## src/rtl/risc_ctrl_pkg.sv

```systemverilog
// Shared definitions for the Risc run controller: FSM encoding, core opcode constants
// and default reset length.
package risc_ctrl_pkg;

    typedef enum logic [2:0] {
        ST_IDLE = 3'd0,
        ST_RST1 = 3'd1,
        ST_LOAD = 3'd2,
        ST_GAP  = 3'd3,
        ST_RST2 = 3'd4,
        ST_RUN  = 3'd5,
        ST_DONE = 3'd6,
        ST_ERR  = 3'd7
    } run_state_t;

    // Core halt instruction; upper nibble of the instruction that updates OutR.
    localparam logic [15:0] HLT_OPCODE  = 16'hE001;
    localparam logic [3:0]  OUTR_PREFIX = 4'hD;

    localparam int unsigned DEF_RST_CYCLES = 9;

endpackage

```

## src/rtl/risc_wdog.sv

```systemverilog
// RUN-phase watchdog: down-counter reloaded by clear, flags expiry on its terminal count.
// Only instantiated when RISC_WDOG_EN is defined.
module risc_wdog #(
    parameter int unsigned TIMEOUT = 1000000
) (
    input  logic clk,
    input  logic sys_rst,
    input  logic clear,
    input  logic enable,
    output logic expired
);

    localparam int unsigned CW = $clog2(TIMEOUT + 1);

    logic [CW-1:0] cnt;

    always_ff @(posedge clk or negedge sys_rst) begin
        if (!sys_rst) begin
            cnt <= CW'(TIMEOUT - 1);
        end else if (clear) begin
            cnt <= CW'(TIMEOUT - 1);
        end else if (enable && cnt != '0) begin
            cnt <= cnt - 1'b1;
        end
    end

    // High during the TIMEOUT-th enabled cycle after the last clear.
    assign expired = enable && !clear && (cnt == '0);

endmodule

```

## src/rtl/risc_run_ctrl.sv

```systemverilog
// Load-and-run sequencer for the Risc core: reset, stream program, re-reset, run, capture OutR.
// Optional RUN-phase watchdog is built in when RISC_WDOG_EN is defined.
//
// state   | meaning
// IDLE    | core held in reset, waiting for start
// RST1    | pre-load reset, RST_CYCLES cycles
// LOAD    | accepting program words, writing them to core memory
// GAP     | one cycle to let the final write land
// RST2    | post-load reset, RST_CYCLES cycles
// RUN     | core running, OutR changes recorded, waiting for done
// DONE    | one-cycle run_done pulse
// ERR     | overflow/timeout, core held until next start
module risc_run_ctrl
    import risc_ctrl_pkg::*;
#(
    parameter int unsigned DW         = 16,
    parameter int unsigned MAX_WORDS  = 256,
    parameter int unsigned RST_CYCLES = DEF_RST_CYCLES,
    parameter int unsigned TIMEOUT    = 1000000
) (
    input  logic          clk,
    input  logic          sys_rst,
    input  logic          start,
    input  logic          s_valid,
    input  logic [DW-1:0] s_data,
    input  logic          s_last,
    output logic          s_ready,
    output logic [DW-1:0] ext_data,
    output logic          ext_we,
    output logic          PC_rst,
    input  logic [DW-1:0] OutR,
    input  logic          done,
    output logic          busy,
    output logic          run_done,
    output logic [DW-1:0] result,
    output logic [7:0]    out_cnt,
    output logic          err
);

    localparam int unsigned WC_W = $clog2(MAX_WORDS + 1);
    localparam int unsigned RC_W = (RST_CYCLES > 1) ? $clog2(RST_CYCLES) : 1;

    run_state_t      state, state_nxt;
    logic [RC_W-1:0] rst_cnt;
    logic [WC_W-1:0] word_cnt;
    logic            first_run;
    logic [DW-1:0]   prev_outr;

    logic accept, overflow, start_ok, done_ok, timeout_hit, wdog_expired;

`ifdef RISC_WDOG_EN
    risc_wdog #(
        .TIMEOUT (TIMEOUT)
    ) u_wdog (
        .clk     (clk),
        .sys_rst (sys_rst),
        .clear   (state != ST_RUN),
        .enable  (state == ST_RUN),
        .expired (wdog_expired)
    );
`else
    // No watchdog in this build: RUN waits for done indefinitely.
    assign wdog_expired = 1'b0 & (TIMEOUT == 0);
`endif

    always_comb begin
        state_nxt   = state;
        s_ready     = 1'b0;
        PC_rst      = 1'b0;
        busy        = 1'b1;
        run_done    = 1'b0;
        accept      = 1'b0;
        overflow    = 1'b0;
        start_ok    = 1'b0;
        done_ok     = 1'b0;
        timeout_hit = 1'b0;
        case (state)
            ST_IDLE, ST_ERR: begin
                busy = 1'b0;
                if (start) begin
                    start_ok  = 1'b1;
                    state_nxt = ST_RST1;
                end
            end
            ST_RST1: begin
                if (rst_cnt == '0) state_nxt = ST_LOAD;
            end
            ST_LOAD: begin
                PC_rst   = 1'b1;
                s_ready  = 1'b1;
                accept   = s_valid;
                overflow = s_valid && (word_cnt == WC_W'(MAX_WORDS));
                if (overflow)              state_nxt = ST_ERR;
                else if (accept && s_last) state_nxt = ST_GAP;
            end
            ST_GAP: begin
                PC_rst    = 1'b1;
                state_nxt = ST_RST2;
            end
            ST_RST2: begin
                if (rst_cnt == '0) state_nxt = ST_RUN;
            end
            ST_RUN: begin
                PC_rst      = 1'b1;
                done_ok     = done && !first_run;
                timeout_hit = wdog_expired && !done_ok;
                if (done_ok)          state_nxt = ST_DONE;
                else if (timeout_hit) state_nxt = ST_ERR;
            end
            ST_DONE: begin
                run_done  = 1'b1;
                state_nxt = ST_IDLE;
            end
            default: state_nxt = ST_IDLE;
        endcase
    end

    always_ff @(posedge clk or negedge sys_rst) begin
        if (!sys_rst) state <= ST_IDLE;
        else          state <= state_nxt;
    end

    always_ff @(posedge clk or negedge sys_rst) begin
        if (!sys_rst) begin
            rst_cnt   <= RC_W'(RST_CYCLES - 1);
            word_cnt  <= '0;
            ext_we    <= 1'b0;
            ext_data  <= '0;
            first_run <= 1'b1;
            prev_outr <= '0;
            result    <= '0;
            out_cnt   <= '0;
            err       <= 1'b0;
        end else begin
            // Reloads whenever not counting so each reset phase starts full.
            if ((state == ST_RST1 || state == ST_RST2) && rst_cnt != '0)
                rst_cnt <= rst_cnt - 1'b1;
            else
                rst_cnt <= RC_W'(RST_CYCLES - 1);

            ext_we <= accept && !overflow;
            if (accept && !overflow) begin
                ext_data <= s_data;
                word_cnt <= word_cnt + 1'b1;
            end

            first_run <= (state != ST_RUN);

            if (state != ST_RUN) begin
                prev_outr <= OutR;
            end else if (OutR != prev_outr) begin
                prev_outr <= OutR;
                result    <= OutR;
                if (out_cnt != 8'hFF) out_cnt <= out_cnt + 8'd1;
            end

            if (overflow || timeout_hit) err <= 1'b1;

            if (start_ok) begin
                err      <= 1'b0;
                out_cnt  <= '0;
                result   <= '0;
                word_cnt <= '0;
            end
        end
    end

endmodule

```

## config.mk

```make
export PLATFORM = sky130hd
export DESIGN_NAME = risc_run_ctrl
export DESIGN_NICKNAME = d
export VERILOG_FILES = /design/src/rtl/risc_ctrl_pkg.sv /design/src/rtl/risc_wdog.sv /design/src/rtl/risc_run_ctrl.sv
export SDC_FILE = /design/constraint.sdc
export NUM_CORES = 1
export LEC_CHECK = 0
export CORE_MARGIN = 1
export CORE_UTILIZATION = 50
export DETAILED_ROUTE_END_ITERATION = 10
export HOLD_SLACK_MARGIN = 0.05
export PLACE_DENSITY = 0.84
export SYNTH_ARGS = -nofsm -noshare
export SYNTH_HDL_FRONTEND = slang
export SYNTH_SLANG_ARGS = --single-unit
```

## constraint.sdc

```tcl
create_clock -name clk -period 2.8 [get_ports clk]
set_input_delay 0.56 -clock clk [delete_from_list [all_inputs] [get_ports clk]]
set_output_delay 0.56 -clock clk [all_outputs]
set_load 0.005 [all_outputs]
```

# After elaboration in Yosys (flattened, before gate mapping)
# Index checks and enable logic that the tools add are counted.
[classes]
add_sub_neg = 3
n_eq_ne = 17
n_mux = 28
n_reduce_logical = 21
[op_table]
columns = ["cell", "count"]
rows = [
  ["16-bit 2-to-1 mux", 4],
  ["8-bit 2-to-1 mux", 4],
  ["3-bit one-hot mux with 7 select lines", 1],
  ["3-bit 2-to-1 mux", 6],
  ["9-bit 2-to-1 mux", 2],
  ["16-bit != test", 1],
  ["3-bit equality test (second input constant)", 4],
  ["1-bit 2-to-1 mux", 10],
  ["2-bit != test (second input constant)", 5],
  ["2-bit nonzero test", 5],
  ["9-bit by 1-bit adder with 9-bit output (second input constant)", 1],
  ["9-bit equality test (second input constant)", 1],
  ["8-bit by 1-bit adder with 8-bit output (second input constant)", 1],
  ["8-bit != test (second input constant)", 1],
  ["3-bit by 2-bit equality test with 1-bit output (second input constant)", 2],
  ["3-bit != test (second input constant)", 2],
  ["1-bit logical AND", 5],
  ["5-bit AND reduction", 1],
  ["4-bit logical NOT", 1],
  ["4-bit 2-to-1 mux", 1],
  ["4-bit nonzero test", 1],
  ["4-bit by 1-bit subtractor with 4-bit output (second input constant)", 1],
  ["3-bit by 1-bit equality test with 1-bit output (second input constant)", 1],
  ["3-bit logical NOT", 1],
  ["other kinds (6)", 7],
]
[word_totals]
regBits = 75
input_bits = 38
output_inout_bits = 46
wordCells = 79

# Logic depth before layout (Yosys ltp)
# Gate-level depths: netlist of the first run.
[logic_depth]
ltp_word = 7
ltp_mapped = 8
depth_no_buf = 7

# Worst setup path before layout of the first run
# Ideal clock, no wire load.
[synth_path]
kind = "input -> register"
start = "input port OutR[1]"
end = "register out_cnt[3]"
setup_time_ps = 79
arrival_time_ps = 1622
t_required_ps = 2721
path_slack_ps = 1099
path_stages = 6
path_buffers = 1
path_cell_list = "xor2_1 > nor4_4 > nand4_2 > buf_2 > nand3_2 > mux2i_1"
[synth_between]
elab_chain_len = 3
[synth_rtl]
columns = ["item", "line_no", "rtl"]
rows = [
  ["start: declaration", "risc_run_ctrl.sv:31", "input logic [DW-1:0] OutR,"],
  ["16-bit != test", "risc_run_ctrl.sv:151", "end else if (OutR != prev_outr) begin"],
  ["2-bit nonzero test (no line)", "-", ""],
  ["3-bit AND reduction (no line)", "-", ""],
  ["end signal: assignment", "risc_run_ctrl.sv:154", "if (out_cnt != 8'hFF) out_cnt <= out_cnt + 8'd1;"],
  ["end: declaration", "risc_run_ctrl.sv:36", "output logic [7:0] out_cnt,"],
]
# Every way passes these cells.
# A chain may end at the register's enable or synchronous reset.

# Final worst setup path of the first run
[layout_path]
start = "register state[0]"
end = "output port PC_rst"
[layout_between]
elab_chain_len = 3
word_cells_on_any_way = 5
cone_classes = "eq/ne (3); mux (1); reduce/logical (1)"
[layout_rtl]
columns = ["item", "line_no", "rtl"]
rows = [
  ["start: declaration", "risc_run_ctrl.sv:43", "run_state_t state, state_nxt;"],
  ["start signal: assignment", "risc_run_ctrl.sv:120", "else state <= state_nxt;"],
  ["3-bit equality test / 3-bit by 2-bit equality test with 1-bit output (equally long branches)", "-", ""],
  ["3-bit OR reduction (no line) (*)", "-", ""],
  ["1-bit 2-to-1 mux (*)", "risc_run_ctrl.sv:77", "case (state)"],
  ["end: declaration", "risc_run_ctrl.sv:30", "output logic PC_rst,"],
]
# Mark *: on every way between the ends. The rest lies on a longest branch, timed or not.

==> out/results.ini, run 1 <==
[status]
status=finished, final reports clean

[critical_path]
crit_fanout=12
rr_endpoint=ext_data[1]
cp_data_arrival_time_ns=1.90
worstReg2RegStart=state[0]
critPathCaptureType=primary output
r2r_slack_ns=0.96
path_class=reg -> out
crit_path_start_kind=flop
reg2regPathDepth=4
cp_data_required_time_ns=2.24

[power_and_ir_drop]
powerDensity_nw_per_um2=888
leakage_nw=1.94
p_total_mw=4.03
ir_drop_mv=0.535

[synthesis]
ys_ff_latch=75
async_reset_ff_share_pct=100
syn_area_sq_um=3500
syn_avg_cell_area_sq_um=11.3
syn_nets=351
synth_edf_count=0
synthXorXnorAreaFrac_pct=6.01
ys.flop_type=dfrtp_1
synth_mux_area_share_pct=6.01
synth_warnings=0
synthAdderAreaFrac_pct=1.43
synthCells=309
synth_top_family_by_area=simple AND/OR/NAND/NOR gates
synth.distinct_cells=52
synth-seq-area-share_pct=53.7
synthSimpleGateAreaFrac_pct=18.7
synth-compound-area-share_pct=8.98

[cts]
cts_max_path_buffers=2
cts_hold_buf=0
cts_resized=0
clkTransAtPathRegs_ns=0.07
clock_sink_count=75
clock_latency_ns=0.35
htreeDepth=3
cts_tree=yes
cts_buffers=9
root_buffer=clkbuf_8
post_cts_buffers=0

[sta]
fmaxAchievable_ghz=0.406
period_share_pct=88.0
rsz0062_at_grt=false
worstMarginPinSlew_ns=0.671
drv_slew=0
tns_ns=0
finalHoldViolCount=0
fin_skew_ns=0.00942
period_needed_ns=2.46
setup_viol=0
relSlewSlack_pct=55.3

[layout]
seqCellArea_sq_um=1880
nNetsFinal=424
syn2layout_area_growth_pct=29.8
drive_above_1_share_pct=17.1
multi_input_area_sq_um=1440
antenna_cells=0
fillCellCount=527

[global_route]
grt_start_max_net_pins=32
grt_util_all_layers_pct=21.9
grt_overflow=0
grt_pass1_vias=2566
antenna_found_initial=0
grt_pass1_wl_microns=12300

[drt]
first_iter_violations=182
avgViaCountPerCell=5.51
finalWirelength_microns=7420
ant_nets=0
dr.pass1.iters=6
wl_per_cell_microns=16.0
drc_errors=0
via_count=2562

[floorplan]
ios=84
row_count=30
start_util_pct=51.8
die_h_microns=85.6
core_sq_um=6760
dieWidth_microns=85.6
dieArea_sq_um=7330

[placed_design]
io_buffers=83
dp_hpwl_microns=5310
gp_congestion=0.828

[worst_hold_path]
hp-class=in -> async

[flow_run]
cap_viol_max_count=0

## synthesized netlist by cell type (2+ instances only)
| cell type | count | area, sq um |
|---|---|---|
| a211oi_1 | 2 | 15.0 |
| a21oi_1 | 6 | 30.0 |
| a31oi_1 | 3 | 18.8 |
| and2_1 | 4 | 25.0 |
| and3_1 | 11 | 68.8 |
| buf_2 | 8 | 40.0 |
| buf_4 | 4 | 30.0 |
| clkbuf_1 | 13 | 48.8 |
| dfrtp_1 | 73 | 1830 |
| dfstp_2 | 2 | 52.6 |
| ha_1 | 4 | 50.1 |
| inv_1 | 4 | 15.0 |
| mux2_2 | 16 | 180 |
| mux2i_1 | 3 | 30.0 |
| nand2_1 | 26 | 97.6 |
| nand2b_1 | 2 | 12.5 |
| nand3_1 | 19 | 95.1 |
| nand4_1 | 3 | 18.8 |
| nand4_2 | 2 | 25.0 |
| nor2_1 | 15 | 56.3 |
| nor2_4 | 2 | 22.5 |
| nor2b_1 | 3 | 18.8 |
| nor3_1 | 3 | 15.0 |
| nor3b_1 | 2 | 15.0 |
| nor4_4 | 4 | 85.1 |
| o21a_1 | 2 | 15.0 |
| o21ai_0 | 11 | 55.1 |
| o21ai_1 | 6 | 30.0 |
| o21ai_2 | 10 | 87.6 |
| or3_1 | 2 | 12.5 |
| xnor2_1 | 5 | 43.8 |
| xor2_1 | 19 | 166 |
## registers in the layout, summed over array words and instances, names as in the netlist
| name | flops |
|---|---|
| result | 16 |
| ext_data | 16 |
| rst_cnt | 4 |
| state | 3 |
| err | 1 |
| first_run | 1 |
| out_cnt | 8 |
| prev_outr | 16 |
| word_cnt | 9 |
| ext_we | 1 |
## layout make-up
type	instances	area share [%]
sequential	75	41.4
inverter	6	0.606
clock buffer	12	3.42
clock inverter	2	1.32
timing repair buffer	90	19.3
tap	80	2.21
multi-input combinational	200	31.7
## through the flow
step / area, sq um / hold slack [ns] / cells / util [%] / worst slack, ns
final: 4540 / 0.243 / 465 / 67.2 / 0.335
after global placement: 4320 / 0.440 / 451 / 64.0 / 0.313
after CTS: 4540 / 0.272 / 465 / 67.2 / 0.314
after detailed placement: 4320 / 0.443 / 451 / 64.0 / 0.289
after global routing: 4540 / 0.317 / 465 / 67.2 / 0.268
after floorplan: 3500 / 0.264 / 309 / - / 1.10
## worst max-delay path by stage
stage | startpoint | end | cells after the start
2_1_floorplan | OutR[1] | out_cnt[3] | 6
3_3_place_gp | OutR[10] | result[5] | 7
3_5_place_dp | OutR[1] | result[13] | 7
4_1_cts | state[0] | PC_rst | 4
5_1_grt | state[0] | PC_rst | 4
6_report | state[0] | PC_rst | 4
## per-layer routing
metal	global-route usage (%)	wire length [microns]	up-vias
met5	0	0	-
met4	9.85	73	0
met3	3.85	348	8
met2	35.0	3710	77
met1	29.3	3290	1272
li1	-	-	1205
## critical path: stages (launching register included)
cell	delay (ns)
dfrtp_1	0.58
and3_1	0.30
clkinv_4	0.10
nand2_1	0.08
clkdlybuf4s50_1	0.50
## placed cells by master, fill, tap and decap left out, drive strengths merged, types with 6 or more instances in the layout
cell type      synthesis  layout
clkbuf                13      12
nor2                  18      18
nand2                 26      26
mux2                  16      16
clkdlybuf4s50          0      82
nand3                 20      20
buf                   14       8
and3                  11      11
xor2                  19      19
a21oi                  6       6
o21ai                 27      27
dfrtp                 73      73
## where the power goes
part	switching [mW]	internal (mW)	leakage (nW)
combinational	0.632	0.861	0.885
clock	0.372	0.542	0.109
sequential	0.232	1.39	0.950
## cell families after synthesis
| family | after synthesis |
|---|---|
| DFF | 75 |
| muxes | 19 |
| and+or+nand+nor | 106 |
| buffers and inverters | 34 |
| xor gates and xnor gates | 24 |
| adders and majority gates | 4 |
| AOI/OAI and AO/OA | 47 |
Power figures use the tool's default switching activity.
==> run 2, diff against run 1 <==
--- a/config.mk
+++ b/config.mk
@@ -5,11 +5,13 @@
 export SDC_FILE = /design/constraint.sdc
 export NUM_CORES = 1
 export LEC_CHECK = 0
+export CELL_PAD_IN_SITES_DETAIL_PLACEMENT = 0
+export CELL_PAD_IN_SITES_GLOBAL_PLACEMENT = 1
 export CORE_MARGIN = 1
-export CORE_UTILIZATION = 50
+export CORE_UTILIZATION = 42
 export DETAILED_ROUTE_END_ITERATION = 10
 export HOLD_SLACK_MARGIN = 0.05
-export PLACE_DENSITY = 0.84
+export PLACE_DENSITY = 0.9
 export SYNTH_ARGS = -nofsm -noshare
 export SYNTH_HDL_FRONTEND = slang
 export SYNTH_SLANG_ARGS = --single-unit
==> run 2 against run 1 <==
- fmax is 1.4% lower
- sequential power hardly changed
- wire length is 2.8% lower
- hold slack better by 0.080 ns
- clock skew is 0.0011 ns lower
- final cell count is 4.3% higher
- count of clock-buffer cells in the layout is 2 lower
- worst setup slack worse by 0.034 ns
- flip-flop and latch count stayed put
- non-clock buffer count is 3 lower
- combinational power hardly changed
- critical path type unchanged
- largest power group unchanged
- highest routed layer unchanged
==> out/results.ini, run 2 (synthesized netlist as in run 1, its figures left out) <==
[power_and_ir_drop]
p_int_mw=2.66
p_seq_share_pct=41.4
power.switching_mw=1.25
power_frac_comb_pct=38.2
power_frac_clock_pct=20.4
leakage_nw=1.91
p_sw_share_pct=32.0
powerDensity_nw_per_um2=864
ir_drop_mv=0.470

[sta]
fin_skew_ns=0.00835
worstMarginPinSlew_ns=0.944
tns_ns=0
drv_slew=0
rsz0062_at_grt=false
relSlewSlack_pct=37.1
period_share_pct=89.3
finalHoldViolCount=0
fmaxAchievable_ghz=0.400
period_needed_ns=2.50
setup_viol=0

[drt]
ant_nets=0
via_count=2539
finalWirelength_microns=7210
drc_errors=0
first_iter_violations=90
avgViaCountPerCell=5.24
wl_per_cell_microns=14.9
dr.pass1.iters=4

[status]
status=finished, final reports clean

[floorplan]
die_h_microns=93.3
dieWidth_microns=93.3
row_count=32
ios=84
core_sq_um=7890
dieArea_sq_um=8700
start_util_pct=44.3

[flow_run]
cap_viol_max_count=0

[cts]
cts_resized=0
cts_buffers=9
htreeDepth=3
cts_max_path_buffers=2
clkTransAtPathRegs_ns=0.08
post_cts_buffers=0
cts_tree=yes
clock_latency_ns=0.35
root_buffer=clkbuf_8
cts_hold_buf=0
clock_sink_count=75

[layout]
final_core_util_pct=57.2
reg_top3=ext_data (16), prev_outr (16), result (16)
drive_above_1_share_pct=16.7
final_common_cell=clkdlybuf4s50_1
seqCellArea_sq_um=1880
layout.cells.most_common_list=clkdlybuf4s50_1, dfrtp_1, nand2_1
antenna_cells=0
fillCellCount=664
syn2layout_area_growth_pct=29.1
nNetsFinal=421
multi_input_area_sq_um=1440

[critical_path]
crit_path_start_kind=flop
slowest_stage=dfrtp_1
crit_chain=and3_1 > clkinv_4 > nand2_1 > clkdlybuf4s50_1
path_delay_family=buffers and inverters
critical_path_depth=4
path_buf_inv=2
cp_data_required_time_ns=2.24
critPathCaptureType=primary output
cp_data_arrival_time_ns=1.94
reg2regPathDepth=5
slowest_delay_ns=0.60
crit_fanout=12
path_class=reg -> out

[placed_design]
gp_congestion=0.768
io_buffers=83
dp_hpwl_microns=5080

[global_route]
grt_pass1_wl_microns=12700
antenna_found_initial=0
grt_util_all_layers_pct=18.6
grt_overflow=0
grt_pass1_vias=2693
grt_start_max_net_pins=76

[worst_hold_path]
hp-class=in -> async

run 2: final cells by class:
| type | count | share of cell area (%) |
|---|---|---|
| Sequential cell | 75 | 41.6 |
| Multi-Input combinational cell | 200 | 31.9 |
| Clock inverter | 5 | 1.22 |
| Tap cell | 102 | 2.83 |
| Inverter | 6 | 0.610 |
| Timing Repair Buffer | 87 | 19.0 |
| Clock buffer | 10 | 2.83 |
run 2: layer usage:
| layer | vias up | wire [microns] | GRT usage (%) |
|---|---|---|---|
| li1 | 1207 | - | - |
| met1 | 1231 | 3110 | 22.2 |
| met5 | - | 0 | 0 |
| met4 | 0 | 85 | 6.15 |
| met3 | 9 | 607 | 6.50 |
| met2 | 92 | 3410 | 31.1 |
run 2: final timing paths:
kind | slack, ns | end | from
setup / recovery | 0.30 | PC_rst | state[0]
hold / removal | 0.32 | prev_outr[0] | sys_rst
setup reg to reg | 0.81 | out_cnt[2] | state[0]
hold reg to reg | 0.47 | rst_cnt[0] | rst_cnt[0]
max in group asynchronous | 1.84 | rst_cnt[0] | sys_rst
min in group clk | 0.47 | rst_cnt[0] | rst_cnt[0]
run 2: power groups by stage:
stage / sequential (mW) / combinational, mW / clock, mW
6_report: 1.62 / 1.49 / 0.794
4_1_cts: 1.62 / 1.52 / 0.826
3_5_place_dp: 1.64 / 1.51 / 0
2_1_floorplan: 1.60 / 0.806 / 0
3_3_place_gp: 1.63 / 1.48 / 0
5_1_grt: 1.67 / 1.66 / 0.869
run 2: per-stage QoR:
| step | power [mW] | cells | setup WS [ns] | hold WS, ns | cell area [sq um] |
|---|---|---|---|---|---|
| after floorplan | 2.40 | 309 | 1.10 | 0.264 | 3500 |
| after global placement | 3.10 | 470 | 0.240 | 0.440 | 4330 |
| after detailed placement | 3.15 | 470 | 0.241 | 0.470 | 4330 |
| after CTS | 3.97 | 485 | 0.263 | 0.385 | 4510 |
| after global routing | 4.20 | 485 | 0.155 | 0.435 | 4510 |
| final | 3.90 | 485 | 0.301 | 0.323 | 4510 |
